## src/rtl/store_pkg.sv

```systemverilog
// Shared types and constants for the store read-modify-write unit.
package store_pkg;

  typedef enum logic [2:0] {
    ST_IDLE  = 3'd0,
    ST_RD    = 3'd1,
    ST_WAIT  = 3'd2,
    ST_WRITE = 3'd3,
    ST_ERR   = 3'd4
  } state_e;

  localparam int BYTE_HI        = 31;
  localparam int BYTE_LO        = 24;
  localparam int RD_TIMEOUT_DEF = 15;
  localparam int MEM_DWIDTH_DEF = 32;
  localparam int ADDR_WIDTH_DEF = 32;
  localparam int CNT_W          = 8;

endpackage

```

## src/rtl/store_rmw_unit_if.sv

```systemverilog
// Core-side store request and word-only data memory port of the store unit.
interface store_rmw_unit_if #(
  parameter int ADDR_WIDTH = 32,
  parameter int MEM_DWIDTH = 32
);
  logic                  st_req;
  logic                  sb_w;
  logic [ADDR_WIDTH-1:0] st_addr;
  logic [MEM_DWIDTH-1:0] st_data;
  logic                  st_busy;
  logic                  st_done;
  logic                  st_err;
  logic [ADDR_WIDTH-1:0] mem_addr;
  logic                  mem_re;
  logic [MEM_DWIDTH-1:0] mem_rdata;
  logic                  mem_rvalid;
  logic                  mem_we;
  logic [MEM_DWIDTH-1:0] mem_wdata;

  modport slave (
    input  st_req, sb_w, st_addr, st_data, mem_rdata, mem_rvalid,
    output st_busy, st_done, st_err, mem_addr, mem_re, mem_we, mem_wdata
  );

  modport master (
    output st_req, sb_w, st_addr, st_data, mem_rdata, mem_rvalid,
    input  st_busy, st_done, st_err, mem_addr, mem_re, mem_we, mem_wdata
  );
endinterface

```

## src/rtl/byte_merge.sv

```systemverilog
// Replaces the store byte lane [31:24] of a memory word with a new byte.
module byte_merge
  import store_pkg::*;
#(
  parameter int DW = MEM_DWIDTH_DEF
) (
  input  logic [DW-1:0] i_word_in,
  input  logic [7:0]    i_byte_in,
  output logic [DW-1:0] o_word_out
);

  logic [DW-1:0] w_lane_mask;
  logic [DW-1:0] w_lane_data;

  assign w_lane_mask = {{(DW-8){1'b0}}, 8'hFF} << BYTE_LO;
  assign w_lane_data = {{(DW-8){1'b0}}, i_byte_in} << BYTE_LO;
  assign o_word_out  = (i_word_in & ~w_lane_mask) | w_lane_data;

endmodule

```

## src/rtl/store_rmw_unit.sv

```systemverilog
// Store path: SW goes straight to memory, SB does read / merge byte lane / write back.
module store_rmw_unit
  import store_pkg::*;
#(
  parameter int mem_dwidth = MEM_DWIDTH_DEF,
  parameter int addr_width = ADDR_WIDTH_DEF,
  parameter int rd_timeout = RD_TIMEOUT_DEF
) (
  input logic              clk,
  input logic              rst,
  store_rmw_unit_if.slave  io_st
);

  localparam logic [CNT_W-1:0] TO_LAST = CNT_W'(rd_timeout - 1);

  state_e                r_state;
  logic [addr_width-1:0] r_addr;
  logic [7:0]            r_byte;
  logic                  r_sb_w;
  logic [mem_dwidth-1:0] r_buf;
  logic [CNT_W-1:0]      r_cnt;

  logic [mem_dwidth-1:0] w_merged;
  logic                  w_busy;
  logic                  w_done;
  logic                  w_err;
  logic                  w_re;
  logic                  w_we;
  logic [addr_width-1:0] w_mem_addr;
  logic [mem_dwidth-1:0] w_mem_wdata;

  byte_merge #(.DW(mem_dwidth)) u_merge (
    .i_word_in  (io_st.mem_rdata),
    .i_byte_in  (r_byte),
    .o_word_out (w_merged)
  );

  // Control FSM with request latches and read-timeout counter
  always_ff @(posedge clk or posedge rst) begin
    if (rst) begin
      r_state <= ST_IDLE;
      r_addr  <= '0;
      r_byte  <= 8'h00;
      r_sb_w  <= 1'b0;
      r_buf   <= '0;
      r_cnt   <= '0;
    end else begin
      case (r_state)
        ST_IDLE: begin
          if (io_st.st_req) begin
            r_addr  <= io_st.st_addr;
            r_byte  <= io_st.st_data[7:0];
            r_sb_w  <= io_st.sb_w;
            r_buf   <= io_st.st_data;
            r_state <= io_st.sb_w ? ST_RD : ST_WRITE;
          end else begin
            r_state <= ST_IDLE;
          end
        end
        ST_RD: begin
          r_cnt   <= '0;
          r_state <= r_sb_w ? ST_WAIT : ST_IDLE;
        end
        ST_WAIT: begin
          // valid data on the last allowed cycle still beats the timeout
          if (io_st.mem_rvalid) begin
            r_buf   <= w_merged;
            r_state <= ST_WRITE;
          end else if (r_cnt == TO_LAST) begin
            r_cnt   <= r_cnt + 8'd1;
            r_state <= ST_ERR;
          end else begin
            r_cnt   <= r_cnt + 8'd1;
            r_state <= ST_WAIT;
          end
        end
        ST_WRITE: r_state <= ST_IDLE;
        ST_ERR:   r_state <= ST_IDLE;
        default:  r_state <= ST_IDLE;
      endcase
    end
  end

  // Moore output decode from registered state and registered data only
  always_comb begin
    w_done      = 1'b0;
    w_err       = 1'b0;
    w_re        = 1'b0;
    w_we        = 1'b0;
    w_mem_addr  = '0;
    w_mem_wdata = '0;
    case (r_state)
      ST_RD: begin
        w_re       = 1'b1;
        w_mem_addr = r_addr;
      end
      ST_WRITE: begin
        w_we        = 1'b1;
        w_done      = 1'b1;
        w_mem_addr  = r_addr;
        w_mem_wdata = r_buf;
      end
      ST_ERR: begin
        w_err = 1'b1;
      end
      default: begin
        w_err = 1'b0;
      end
    endcase
  end

  assign w_busy = (r_state != ST_IDLE);

  assign io_st.st_busy   = w_busy;
  assign io_st.st_done   = w_done;
  assign io_st.st_err    = w_err;
  assign io_st.mem_re    = w_re;
  assign io_st.mem_we    = w_we;
  assign io_st.mem_addr  = w_mem_addr;
  assign io_st.mem_wdata = w_mem_wdata;

endmodule

```

## src/flat_wrapper.sv

```systemverilog
// flat-port wrapper written by rule: the top's interface ports become plain ports
module store_rmw_unit_flat import store_pkg::*;
#(
  parameter int mem_dwidth = MEM_DWIDTH_DEF,
  parameter int addr_width = ADDR_WIDTH_DEF,
  parameter int rd_timeout = RD_TIMEOUT_DEF
)
  (clk, rst, io_st_st_req, io_st_sb_w, io_st_st_addr, io_st_st_data, io_st_mem_rdata, io_st_mem_rvalid, io_st_st_busy, io_st_st_done, io_st_st_err, io_st_mem_addr, io_st_mem_re, io_st_mem_we, io_st_mem_wdata);
  store_rmw_unit_if #(.ADDR_WIDTH(32), .MEM_DWIDTH(32)) io_st_i ();
  input logic clk;
  input logic rst;
  input wire logic [$bits(io_st_i.st_req)-1:0] io_st_st_req;
  input wire logic [$bits(io_st_i.sb_w)-1:0] io_st_sb_w;
  input wire logic [$bits(io_st_i.st_addr)-1:0] io_st_st_addr;
  input wire logic [$bits(io_st_i.st_data)-1:0] io_st_st_data;
  input wire logic [$bits(io_st_i.mem_rdata)-1:0] io_st_mem_rdata;
  input wire logic [$bits(io_st_i.mem_rvalid)-1:0] io_st_mem_rvalid;
  output wire logic [$bits(io_st_i.st_busy)-1:0] io_st_st_busy;
  output wire logic [$bits(io_st_i.st_done)-1:0] io_st_st_done;
  output wire logic [$bits(io_st_i.st_err)-1:0] io_st_st_err;
  output wire logic [$bits(io_st_i.mem_addr)-1:0] io_st_mem_addr;
  output wire logic [$bits(io_st_i.mem_re)-1:0] io_st_mem_re;
  output wire logic [$bits(io_st_i.mem_we)-1:0] io_st_mem_we;
  output wire logic [$bits(io_st_i.mem_wdata)-1:0] io_st_mem_wdata;
  assign io_st_i.st_req = io_st_st_req;
  assign io_st_i.sb_w = io_st_sb_w;
  assign io_st_i.st_addr = io_st_st_addr;
  assign io_st_i.st_data = io_st_st_data;
  assign io_st_i.mem_rdata = io_st_mem_rdata;
  assign io_st_i.mem_rvalid = io_st_mem_rvalid;
  assign io_st_st_busy = io_st_i.st_busy;
  assign io_st_st_done = io_st_i.st_done;
  assign io_st_st_err = io_st_i.st_err;
  assign io_st_mem_addr = io_st_i.mem_addr;
  assign io_st_mem_re = io_st_i.mem_re;
  assign io_st_mem_we = io_st_i.mem_we;
  assign io_st_mem_wdata = io_st_i.mem_wdata;
  store_rmw_unit #(.mem_dwidth(mem_dwidth), .addr_width(addr_width), .rd_timeout(rd_timeout)) u_core (.clk(clk), .rst(rst), .io_st(io_st_i));
endmodule
```

## config.mk

```make
export PLATFORM = sky130hd
export DESIGN_NAME = store_rmw_unit_flat
export DESIGN_NICKNAME = d
export VERILOG_FILES = /design/src/rtl/store_pkg.sv /design/src/rtl/store_rmw_unit_if.sv /design/src/rtl/byte_merge.sv /design/src/rtl/store_rmw_unit.sv /design/src/flat_wrapper.sv
export SDC_FILE = /design/constraint.sdc
export NUM_CORES = 1
export LEC_CHECK = 0
export BUFFER_PORTS_ARGS = -buffer_cell sky130_fd_sc_hd__buf_2
export CORE_MARGIN = 4
export CORE_UTILIZATION = 49
export DETAILED_ROUTE_END_ITERATION = 12
export HOLD_SLACK_MARGIN = 0.15
export PLACE_DENSITY = 0.8
export SETUP_SLACK_MARGIN = 0.3
export SYNTH_ARGS = -nofsm -noshare
export SYNTH_HDL_FRONTEND = slang
export SYNTH_HIERARCHICAL = 1
export SYNTH_SLANG_ARGS = --single-unit
```

## constraint.sdc

```tcl
create_clock -name clk -period 3.2 [get_ports clk]
set_clock_uncertainty 0.05 [all_clocks]
set_input_delay 0.32 -clock clk [delete_from_list [all_inputs] [get_ports clk]]
set_output_delay 0.32 -clock clk [all_outputs]
set_load 0.02 [all_outputs]
```

==> results.txt, run 1 <==
The clock latency at the later pin of the worst-skew pair came out at 0.35 ns. The synthesized netlist occupies a cell area of 0.00443 mm2. The sequential share of the synthesized area is 0.475. The total negative setup slack is 0 ns. The count of cells in the finished layout, fillers not included, comes to 635. STA puts the critical path data arrival time at 2.20 ns. The delay of the slowest cell on the worst path came out at 0.64 ns. The number of register bits inferred by synthesis is 84. After detailed routing, the number of vias per cell comes to 5.23. The count of unique library cells instantiated by Yosys is 36.

Across the VDD grid, the largest voltage drop is 0.498 mV. The floorplan step set the die width to 103 um. The starting density of the core came out at 0.505. The layout overhead on the synthesized area is 27.0%. Leaving out fill and tap cells, the most frequent cell in the layout is sky130_fd_sc_hd__buf_2. The average size of a mapped cell came out at 12.1 um2.

The cell count after synthesis is 367. The ratio of cells with drive above 1 in the final layout came out at 0.560. The portion of synthesized cell area occupied by the leading cell type came out at 0.475. Across every metal layer, demand over resource in global routing totals 0.207. The row count is 34. The setup-violating endpoint count in the final report came out at 0.

The count of synthesis-stage warnings from yosys is 6. In the post-synthesis netlist, the biggest area contributors are sky130_fd_sc_hd__dfrtp_1 47%, sky130_fd_sc_hd__mux2_2 26%, sky130_fd_sc_hd__buf_4 5.6%, sky130_fd_sc_hd__and2_1 4.7%, sky130_fd_sc_hd__and3_1 4.5%. The final RePlAce weighted congestion came out at 0.761.

The library cells used most frequently in the layout, excluding fill and tap cells, are 161 x sky130_fd_sc_hd__buf_2, 102 x sky130_fd_sc_hd__mux2_2, 84 x sky130_fd_sc_hd__dfrtp_1, 33 x sky130_fd_sc_hd__and2_1. The largest individual stage delay along the critical path comes from the cell sky130_fd_sc_hd__dfrtp_1. The root buffer cell chosen for the clock tree is sky130_fd_sc_hd__clkbuf_8. The number of antenna violations at the first check in global routing is 0.

The kind of path behind the tightest hold check is input port to flop. Entering global routing, the biggest net connects 41 pins. For this design the static power due to leakage is 0.00279 uW. The clock transition at the registers of the reported paths came out at 0.08 ns. Setup repair after global routing left no endpoint under its margin. The cell count after placement came out at 587. The count of nets after finishing is 625.

The detail route stage leaves a number of antenna-violating nets equal to 0. The type of the worst setup path is flop to output pin. The detailed router finished its first iteration with 159 violations. The count of buffers added by post-CTS timing repair for setup is 0.

The first global-routing pass estimated 17100 um of wire. The H-tree generated during clock tree synthesis spans 3 levels. The die height came out at 103 um. In this run the tool buffered the top-level ports with 161 buffer cells. The core region area is 0.00876 mm2.

The highest clock frequency the design can meet came out at 389 MHz. The final route contains 3322 vias. The headroom to the max-slew limit came out at 0.556.

In this run the power density over the cells is 853 mW/mm2. Wires add up to 10800 um. The die covers 0.0106 mm2. The smallest clock period supported by the final layout is computed as 2.57 ns. The required time at the endpoint of the critical path is 2.83 ns. At the pin with the least slew margin, the transition time is 0.666 ns. The count of endpoints failing hold in the final timing report was 0. The final HPWL from detailed placement came out at 7280 um. TritonCTS built the clock tree. Synthesis produced a netlist with a net count of 470. The number of violations of the max-capacitance limit is 0. After global routing the overflow that remains totals 0. The final count of pins violating max slew came out at 0. The number of remaining DRC errors came out at 0. The number of buffers added by the clock tree synthesis step came out at 9. STA classifies the critical path startpoint as a flop. Along the worst path, the maximum fanout reaches 37. The number of global-route vias before repair was 3549. The signal on the critical path passes through nor2b_4 -> buf_12 -> and3_1 -> buf_2. The worst setup path is captured at an output pin. The average detailed-routed wire length per instance came out at 17.0 um.

The flow ran to the end, and the final reports show no timing, DRC or antenna violations. The share of the clock period used by the worst path after layout came out at 0.802. The I/O pin count came out at 170.

sky130_fd_sc_hd__dfrtp_1 takes more of the synthesized area than any other cell. The maximum clock path buffer count is 2. The sink count of the clock tree came out at 84. The first-pass iteration count of the detailed router is 4. 0 antenna diodes ended up in the layout.
==> power by group <==
part           switching [uW]  internal (uW)  leakage [uW]  total, uW
logic                    1120           1130       0.00171       2250
clock network             395            308     0.0000815        704
registers                 281           1560       0.00100       1840
==> worst max-delay path, delay by kind of cell, from the launching register on <==
family                 cells  cell delay, ns
flip-flops                 1            0.64
AND/OR/NAND/NOR            2            0.79
buffers and inverters      2            0.41
==> flip-flops by register name (all words and copies together), names as in the netlist <==
| signal | flops |
|---|---|
| u_core/r_byte | 8 |
| u_core/r_addr | 32 |
| u_core/r_cnt | 8 |
| u_core/r_state | 3 |
| u_core/r_buf | 32 |
| u_core/r_sb_w | 1 |
==> cell usage after synthesis (all sizes together) <==
master	n
clkbuf	12
a21oi	3
buf	45
o21bai	1
nand4	1
nor2b	2
mux2i	3
nor3	2
a22o	3
dfrtp	84
nor3b	2
nand3	2
or4b	1
inv	6
o21ai	3
or3	3
o311ai	1
or3b	2
and3	32
o31ai	3
or4	3
nor2	3
nor4	1
nand2	6
o41ai	1
and2	33
nand2b	2
ha	2
mux2	105
==> final timing paths <==
path                              startpoint             endpoint  slack, ns  cells after the start
max                        u_core/r_state[0]  io_st_mem_wdata[12]       0.63                      4
min                         io_st_st_data[7]     u_core/r_byte[7]       0.17                      2
max reg2reg                u_core/r_state[1]     u_core/r_buf[15]       1.05                      4
min reg2reg                u_core/r_addr[21]    u_core/r_addr[21]       0.44                      1
max in group asynchronous                rst     u_core/r_byte[3]       1.76                      4
min in group asynchronous                rst    u_core/r_addr[18]       0.55                      3
==> per-layer routing <==
layer	GRT usage	up-vias	wire, um
li1	-	1553	-
met1	0.248	1637	4220
met2	0.364	106	5770
met3	0.0399	26	534
met4	0.0847	0	265
met5	0	-	0
==> cell type report <==
cell class / instances / area (um2)
Clock buffer: 10 / 138
Clock inverter: 6 / 47.5
Fill cell: 678 / 3140
Inverter: 6 / 23.8
Multi-Input combinational cell: 220 / 1960
Sequential cell: 84 / 2100
Tap cell: 108 / 135
Timing Repair Buffer: 201 / 1210
==> cells by family after synthesis <==
family | Yosys count | synth area share
muxes | 108 | 0.274
and+or+nand+nor | 95 | 0.135
DFF | 84 | 0.475
buffers and inverters | 63 | 0.0876
AOI/OAI and AO/OA | 15 | 0.0235
adders and majority gates | 2 | 0.00565
==> repair_timing <==
action,in CTS,in global routing
hold endpoints to repair,68,1
hold buffers,31,1
gates resized for setup,0,0
==> through the flow <==
stage               instance area, um2  hold WS [ns]  utilization  setup WS [ns]  total power, uW
global placement                  5120         0.384        0.584          0.999             3970
CTS                               5610         0.151        0.640          0.607             4810
finish                            5620         0.169        0.641          0.633             4790
global route                      5620         0.154        0.641          0.450             5120
detailed placement                5120         0.387        0.584          0.998             4070
floorplan                         4430         0.399            -          0.665             3490
(Power assumes the default switching activity.)
==> run 2: changes to the inputs <==
clock period = 2.4 ns   (was 3.2 ns; I/O delays follow)
==> run 2 against run 1 <==
  * Total power increased by 34%
  * Non-clock buffer count increased by 15
  * Hold slack improved by 0.013 ns
  * Combinational power increased by 39%
  * Count of clock-buffer cells in the layout unchanged
  * Die area unchanged
  * Sequential power increased by 30%
  * Routed wire length decreased by 1.1%
  * Via count increased by 0.60%
  * Critical path type is now flop to flop
==> results.txt, run 2 (same netlist as run 1, synthesis figures left out) <==
Status: finished, final reports clean (unchanged). The global-route usage over all layers is 0.205 (was 0.207). The first-pass iteration count of the detailed router came out at 4 (unchanged). The average detailed-routed wire length per instance was 16.4 um (was 17.0 um). The power density over the cells is 1120 mW/mm2 (was 853 mW/mm2). Largest registers ranked by flip-flop count: u_core/r_addr (32), u_core/r_buf (32) (unchanged). The cell count after placement is 587 (unchanged). The type of element launching the critical path is a flop (unchanged). The met3 layer usage reported by global route is 0.0406 (was 0.0399). The non-filler instance count after layout is 650 (was 635). The startpoint of the most critical setup path is u_core/r_state[0] (unchanged).

The maximum net fanout on the critical path came out at 41 (was 37). The starting density of the core came out at 0.505 (unchanged). The post-detailed-route count of antenna-violating nets is 0 (unchanged). The count of nets after finishing is 640 (was 625). The total negative setup slack came to 0 ns (unchanged). The endpoint of the most critical setup path is u_core/r_addr[6] (was io_st_mem_wdata[12]).

The commonest non-fill, non-tap cell in the layout was sky130_fd_sc_hd__buf_2 (unchanged). The clock latency at the later pin of the worst-skew pair came out at 0.35 ns (about the same). The transition time of the tightest slew-check pin was 0.465 ns (was 0.666 ns). The final HPWL from detailed placement came out at 6980 um (was 7280 um).

The antenna diode instance count is 0 (unchanged). The die width is 103 um (unchanged). The post-layout instance area came out at 0.00577 mm2 (was 0.00562 mm2). The data arrival time at the worst-slack endpoint came out at 2.17 ns (was 2.20 ns). The ratio of cells with drive above 1 in the final layout came to 0.559 (was 0.560). The reg-to-reg critical path endpoint is u_core/r_addr[6] (was u_core/r_buf[15]). The core region area is 0.00876 mm2 (unchanged). The layout overhead on the synthesized area is 30.4% (was 27.0%). The most heavily used metal layer in global routing is met2 (unchanged). The sink count of the clock tree came out at 84 (unchanged). The minimum setup slack among reg-to-reg paths is 0.41 ns (was 1.05 ns). The final count of pins violating max slew is 0 (unchanged).

The kind of path behind the tightest hold check was input port to flop (unchanged). The detail-routed via count per cell is 5.14 (was 5.23). The maximum VDD drop was 0.807 mV (was 0.498 mV). RSZ-0062 raised after global routing: no (unchanged).

The maximum number of pins on one net before global-route repair is 85 (was 41). The launch point of the worst reg-to-reg path is u_core/r_state[0] (was u_core/r_state[1]). The maximum clock path buffer count is 2 (unchanged). The number of I/O port buffers is 161 (unchanged). The buffer type at the clock tree root is sky130_fd_sc_hd__clkbuf_8 (unchanged). The count of H-tree levels built during CTS came to 3 (unchanged).

The headroom to the max-slew limit came to 0.690 (was 0.556). The worst reg2reg path depth is 5 (was 4). The routed via count came out at 3342 (was 3322). The required time at the endpoint of the critical path came out at 2.58 ns (was 2.83 ns).

The highest clock frequency the design can meet came out at 503 MHz. The row count came out at 34 (unchanged). The share of the clock period used by the worst path after layout is 0.828. The total design power is 6440 uW (was 4790 uW). The critical path endpoint category is a flop (was output pin).

The number of violations of the max-capacitance limit is 0 (unchanged). The number of global-route vias before repair came to 3534 (was 3549). The number of antenna violations at the first check in global routing was 0 (unchanged). The setup-violating endpoint count in the final report is 0 (unchanged). Most used cells in the layout excluding fill and tap cells: 161 x sky130_fd_sc_hd__buf_2, 102 x sky130_fd_sc_hd__mux2_2, 81 x sky130_fd_sc_hd__dfrtp_1, 42 x sky130_fd_sc_hd__dlygate4sd3_1, 33 x sky130_fd_sc_hd__and2_1 (was 161 x sky130_fd_sc_hd__buf_2, 102 x sky130_fd_sc_hd__mux2_2, 84 x sky130_fd_sc_hd__dfrtp_1, 33 x sky130_fd_sc_hd__and2_1). The leakage dissipation is 0.00285 uW (was 0.00279 uW). The area of the die is 0.0106 mm2 (unchanged).

The final RePlAce weighted congestion came out at 0.801 (was 0.761). The I/O pin count is 170 (unchanged). The remaining global-route overflow was 0 (unchanged). The global-route wire length before repair came out at 17000 um (was 17100 um). The number of remaining DRC errors is 0 (unchanged). The routing usage on met2 is 0.374 (was 0.364). The count of fill cells added during filler insertion is 685 (was 678). The total wirelength of the detailed-routed design came to 10700 um (was 10800 um).

The count of endpoints failing hold in the final timing report is 0 (unchanged). The die height came out at 103 um (unchanged). The routing usage on met1 is 0.239 (was 0.248).

The number of buffers added by the clock tree synthesis step is 9 (unchanged). The clock transition at the registers of the reported paths is 0.09 ns (was 0.08 ns). The clock tree from TritonCTS is yes (unchanged). The shortest clock period the worst path allows after layout is 1.99 ns.

The initial DRC count came out at 125 (was 159). The type of the worst setup path is flop to flop (was flop to output pin). The cell area reported after detailed placement came out at 0.00513 mm2 (was 0.00512 mm2).
## run 2: worst min path at each step
stage | slack (ns) | from | to | depth (start not counted)
global placement | 0.36 | rst | u_core/r_addr[27] | 3
CTS | 0.17 | io_st_mem_rdata[0] | u_core/r_buf[0] | 3
finish | 0.18 | io_st_mem_rdata[0] | u_core/r_buf[0] | 3
detailed placement | 0.36 | rst | u_core/r_addr[18] | 3
floorplan | 0.32 | io_st_st_addr[20] | u_core/r_addr[20] | 1
global route | 0.18 | io_st_mem_rdata[20] | u_core/r_buf[20] | 3
## run 2: report_power, final
part	switching (uW)	internal (uW)	leakage (uW)
Clock	537	383	0.0000755
Sequential	315	2080	0.00100
Combinational	1550	1580	0.00177
Total	2400	4050	0.00285
## run 2: critical path, cell delays in order, from the launching register on
cell,delay [ns]
sky130_fd_sc_hd__dfrtp_2,0.43
sky130_fd_sc_hd__buf_4,0.18
sky130_fd_sc_hd__or3_1,0.43
sky130_fd_sc_hd__nor2_4,0.12
sky130_fd_sc_hd__buf_12,0.25
sky130_fd_sc_hd__mux2_2,0.38
## run 2: layer usage
layer  vias up  share of wire
met5         -              0
met4         0          0.016
met3        14          0.042
met2        79           0.55
met1      1660           0.39
li1       1589              -
## run 2: what timing repair did
item / in CTS / in global routing
endpoints found under the setup margin: 55 / 7
resized for setup: 4 / 2
setup buffers: 5 / 0
endpoints found under the hold margin: 125 / 0
hold buffers: 42 / 0
cloned: 0 / 0
## run 2: area by class of cell
| cell class | instances | area (um2) | area share |
|---|---|---|---|
| clock buffers | 10 | 128 | 0.0221 |
| clock inverters | 6 | 47.5 | 0.00823 |
| inverters | 6 | 26.3 | 0.00455 |
| multi-input cells | 220 | 1970 | 0.341 |
| flip-flops and latches | 84 | 2110 | 0.365 |
| well taps | 108 | 135 | 0.0234 |
| repair buffers | 216 | 1370 | 0.236 |
## run 2: per-stage QoR
stage               worst slack [ns]  hold slack (ns)  utilization
floorplan                      0.513            0.325            -
global placement               0.379            0.359        0.586
detailed placement             0.351            0.364        0.586
CTS                            0.335            0.171        0.658
global route                   0.329            0.185        0.659
finish                         0.412            0.182        0.659
==> run 3: changes to the inputs <==
CORE_UTILIZATION = 45   (was 49)
PLACE_DENSITY = 0.77   (was 0.8)
clock period = 1.6 ns   (was 2.4 ns; I/O delays follow)
==> run 3 against run 2 <==
  * The run now ends with negative setup slack left
  * Core utilization grew 23 points
  * Non-clock buffer count rose by 105
  * Register-to-register slack lost 0.75 ns
  * Sequential power increased by 60%
  * Final cell count rose by 20%
  * Count of clock-buffer cells in the layout down 1
  * Sequential share of layout area down 11 points
  * Die area up 8.2%
  * Flip-flop and latch count unchanged
  * Total power up 130%
  * Clock power is 78% higher
  * Critical endpoint is now u_core/r_addr[9]
  * Largest cell class is now buffers
==> results.txt, run 3 (same netlist as run 1, synthesis figures left out) <==
Status: finished, violations left (was finished, final reports clean). The checks that failed: negative setup slack. The global-route wire length before repair is 25400 um (was 17000 um). The headroom to the max-slew limit came out at 0.715 (was 0.690). The kind of path behind the tightest hold check is input port to flop (unchanged). The count of fill cells added during filler insertion came out at 339 (was 685). The global-route usage over all layers is 0.290 (was 0.205). The number of global-route vias before repair is 4646 (was 3534).

The maximum number of pins on one net before global-route repair is 54 (was 85). The initial DRC count came to 203 (was 125). The portion of total power attributed to combinational logic is 0.626 (was 0.485).

The ratio of cells with drive above 1 in the final layout came out at 0.686 (was 0.559). The cell depth of the worst hold path was 3 (unchanged). The leakage dissipation is 0.00397 uW (was 0.00285 uW). The switching share of power came out at 0.356 (was 0.372). The count of endpoints failing hold in the final timing report came out at 0 (unchanged). The total wirelength of the detailed-routed design is 17800 um (was 10700 um). The core region area came out at 0.00942 mm2 (was 0.00876 mm2). The clock transition at the registers of the reported paths is 0.10 ns (was 0.09 ns). Most used cells in the layout excluding fill and tap cells: 92 x sky130_fd_sc_hd__buf_2, 92 x sky130_fd_sc_hd__mux2_4, 90 x sky130_fd_sc_hd__dlygate4sd3_1, 84 x sky130_fd_sc_hd__dfrtp_1, 70 x sky130_fd_sc_hd__buf_6 (was 161 x sky130_fd_sc_hd__buf_2, 102 x sky130_fd_sc_hd__mux2_2, 81 x sky130_fd_sc_hd__dfrtp_1, 42 x sky130_fd_sc_hd__dlygate4sd3_1, 33 x sky130_fd_sc_hd__and2_1). The total design power is 14700 uW (was 6440 uW). The final count of pins violating max slew is 0 (unchanged). The area occupied by multi-input gates is 0.00269 mm2 (was 0.00197 mm2). The first-pass iteration count of the detailed router came out at 4 (unchanged). The number of I/O port buffers came to 161 (unchanged).

The maximum clock path buffer count came out at 2 (unchanged). The starting density of the core came out at 0.470 (was 0.505). The cell internal power dissipation came to 9450 uW (was 4050 uW). RSZ-0062 raised after global routing: yes (was no). The portion of total power attributed to the clock network is 0.112 (was 0.143). The count of hold buffers inserted by post-cts repair is 90 (was 42).

The layout overhead on the synthesized area is 88.1% (was 30.4%). The share of the clock period used by the worst path after layout came to 1.21 (was 0.828). The worst reg2reg path depth came to 7 (was 5). The power density over the cells came out at 1760 mW/mm2 (was 1120 mW/mm2).

The post-detailed-route count of antenna-violating nets was 0 (unchanged). The transition time of the tightest slew-check pin is 0.426 ns (was 0.465 ns). The sequential fraction of design power was 0.263 (was 0.372). The average detailed-routed wire length per instance came out at 22.9 um (was 16.4 um). The buffer type at the clock tree root is sky130_fd_sc_hd__clkbuf_8 (unchanged). The maximum net fanout on the critical path came out at 5 (was 41). The net switching power came to 5230 uW (was 2400 uW). The count of H-tree levels built during CTS was 3 (unchanged). The number of antenna violations at the first check in global routing came out at 1 (was 0). The critical path endpoint category is a flop (unchanged).

The final HPWL from detailed placement is 7470 um (was 6980 um). The count of nets after finishing was 745 (was 640). The routed via count came to 4070 (was 3342).

The number of buffers added by the clock tree synthesis step was 9 (unchanged). The maximum VDD drop came out at 0.875 mV (was 0.807 mV). The final RePlAce weighted congestion is 0.831 (was 0.801). The setup-violating endpoint count in the final report came out at 151 (was 0). The die width was 107 um (was 103 um).

The number of violations of the max-capacitance limit was 0 (unchanged). The type of element launching the critical path is a flop (unchanged). The type of the worst setup path is flop to flop (unchanged).

The area of the die came out at 0.0115 mm2 (was 0.0106 mm2). The row count was 35 (was 34). The shortest clock period the worst path allows after layout was 1.94 ns (was 1.99 ns).

The clock tree from TritonCTS was yes (unchanged). The sink count of the clock tree is 84 (unchanged). The die height came out at 107 um (was 103 um). The I/O pin count came out at 170 (unchanged). The remaining global-route overflow came to 0 (unchanged).

The detail-routed via count per cell is 5.24 (was 5.14). The worst setup slack before clock tree synthesis is -0.237 ns (was 0.351 ns). The area used by sequential logic in the layout is 0.00210 mm2 (was 0.00211 mm2). The highest clock frequency the design can meet is 515 MHz (was 503 MHz).

The data arrival time at the worst-slack endpoint is 2.14 ns (was 2.17 ns). The number of remaining DRC errors came out at 0 (unchanged). The clock latency at the later pin of the worst-skew pair came out at 0.36 ns (was 0.35 ns). The least setup slack across all paths after layout is -0.341 ns (was 0.412 ns). The required time at the endpoint of the critical path was 1.80 ns (was 2.58 ns). Largest registers ranked by flip-flop count: u_core/r_addr (32), u_core/r_buf (32) (unchanged).
[run 3: changes by cell type in the layout (fill, tap and decap cells not counted), moves of 33 or more]
cell                            previous run  this run
sky130_fd_sc_hd__and2_1                   33         0
sky130_fd_sc_hd__and2_4                    0        33
sky130_fd_sc_hd__buf_2                   161        92
sky130_fd_sc_hd__buf_6                     1        70
sky130_fd_sc_hd__dlygate4sd3_1            42        90
sky130_fd_sc_hd__mux2_2                  102        13
sky130_fd_sc_hd__mux2_4                    0        92
[run 3: metrics by stage]
stage	area (um2)	util	std cells	hold slack [ns]	setup TNS (ns)
floorplan	5010	-	367	0.258	-11.43
finish	8330	0.885	777	0.121	-40.50
detailed placement	5770	0.613	624	0.209	-11.62
CTS	8070	0.857	767	0.0824	-33.28
global route	8330	0.885	777	0.113	-47.06
global placement	5770	0.613	624	0.209	-8.14
[run 3: final cells by class]
type / instances / share of cell area
timing repair buffer: 321 / 0.377
clock buffer: 9 / 0.0149
inverter: 6 / 0.00346
clock inverter: 7 / 0.00992
antenna: 1 / 0.000300
tap: 129 / 0.0194
sequential: 84 / 0.252
multi-input combinational: 220 / 0.323
[run 3: final timing paths]
path | startpoint | to | slack, ns
setup reg to reg | u_core/r_state[1] | u_core/r_addr[9] | -0.34
hold reg to reg | u_core/r_byte[1] | u_core/r_byte[1] | 0.47
max in group asynchronous | rst | u_core/r_cnt[5] | 0.78
hold / removal | io_st_mem_rvalid | u_core/r_state[2] | 0.12
setup / recovery | u_core/r_state[1] | u_core/r_addr[9] | -0.34
min in group asynchronous | rst | u_core/r_addr[8] | 0.41
[run 3: routing by layer]
metal | vias up | share of wire | wire (um) | global-route usage
met2 | 198 | 0.55 | 9770 | 0.543
li1 | 1799 | - | - | -
met1 | 2037 | 0.36 | 6390 | 0.322
met3 | 36 | 0.065 | 1160 | 0.0644
met5 | - | 0 | 0 | 0
met4 | 0 | 0.026 | 458 | 0.0950
[run 3: critical path: stages, from the launching register on]
cell and delay [ns]:
sky130_fd_sc_hd__dfrtp_1 0.43, sky130_fd_sc_hd__buf_6 0.14, sky130_fd_sc_hd__or3_4 0.40, sky130_fd_sc_hd__nor2_4 0.14
sky130_fd_sc_hd__buf_6 0.12, sky130_fd_sc_hd__buf_12 0.10, sky130_fd_sc_hd__clkbuf_16 0.14, sky130_fd_sc_hd__mux2_4 0.30
[run 3: power groups by stage]
stage | Sequential (uW) | Clock (uW) | Combinational [uW]
floorplan | 3570 | 0 | 4740
global placement | 3650 | 0 | 5660
detailed placement | 3720 | 0 | 5780
CTS | 3690 | 1620 | 8360
global route | 3930 | 1740 | 9530
finish | 3850 | 1640 | 9190
[run 3: what timing repair did]
action / CTS / global route
gates cloned: 10 / 3
setup endpoints to repair: 152 / 153
pin swaps: 15 / 13
buffers inserted: 27 / 6
endpoints found under the hold margin: 159 / 1
resized for setup: 199 / 29
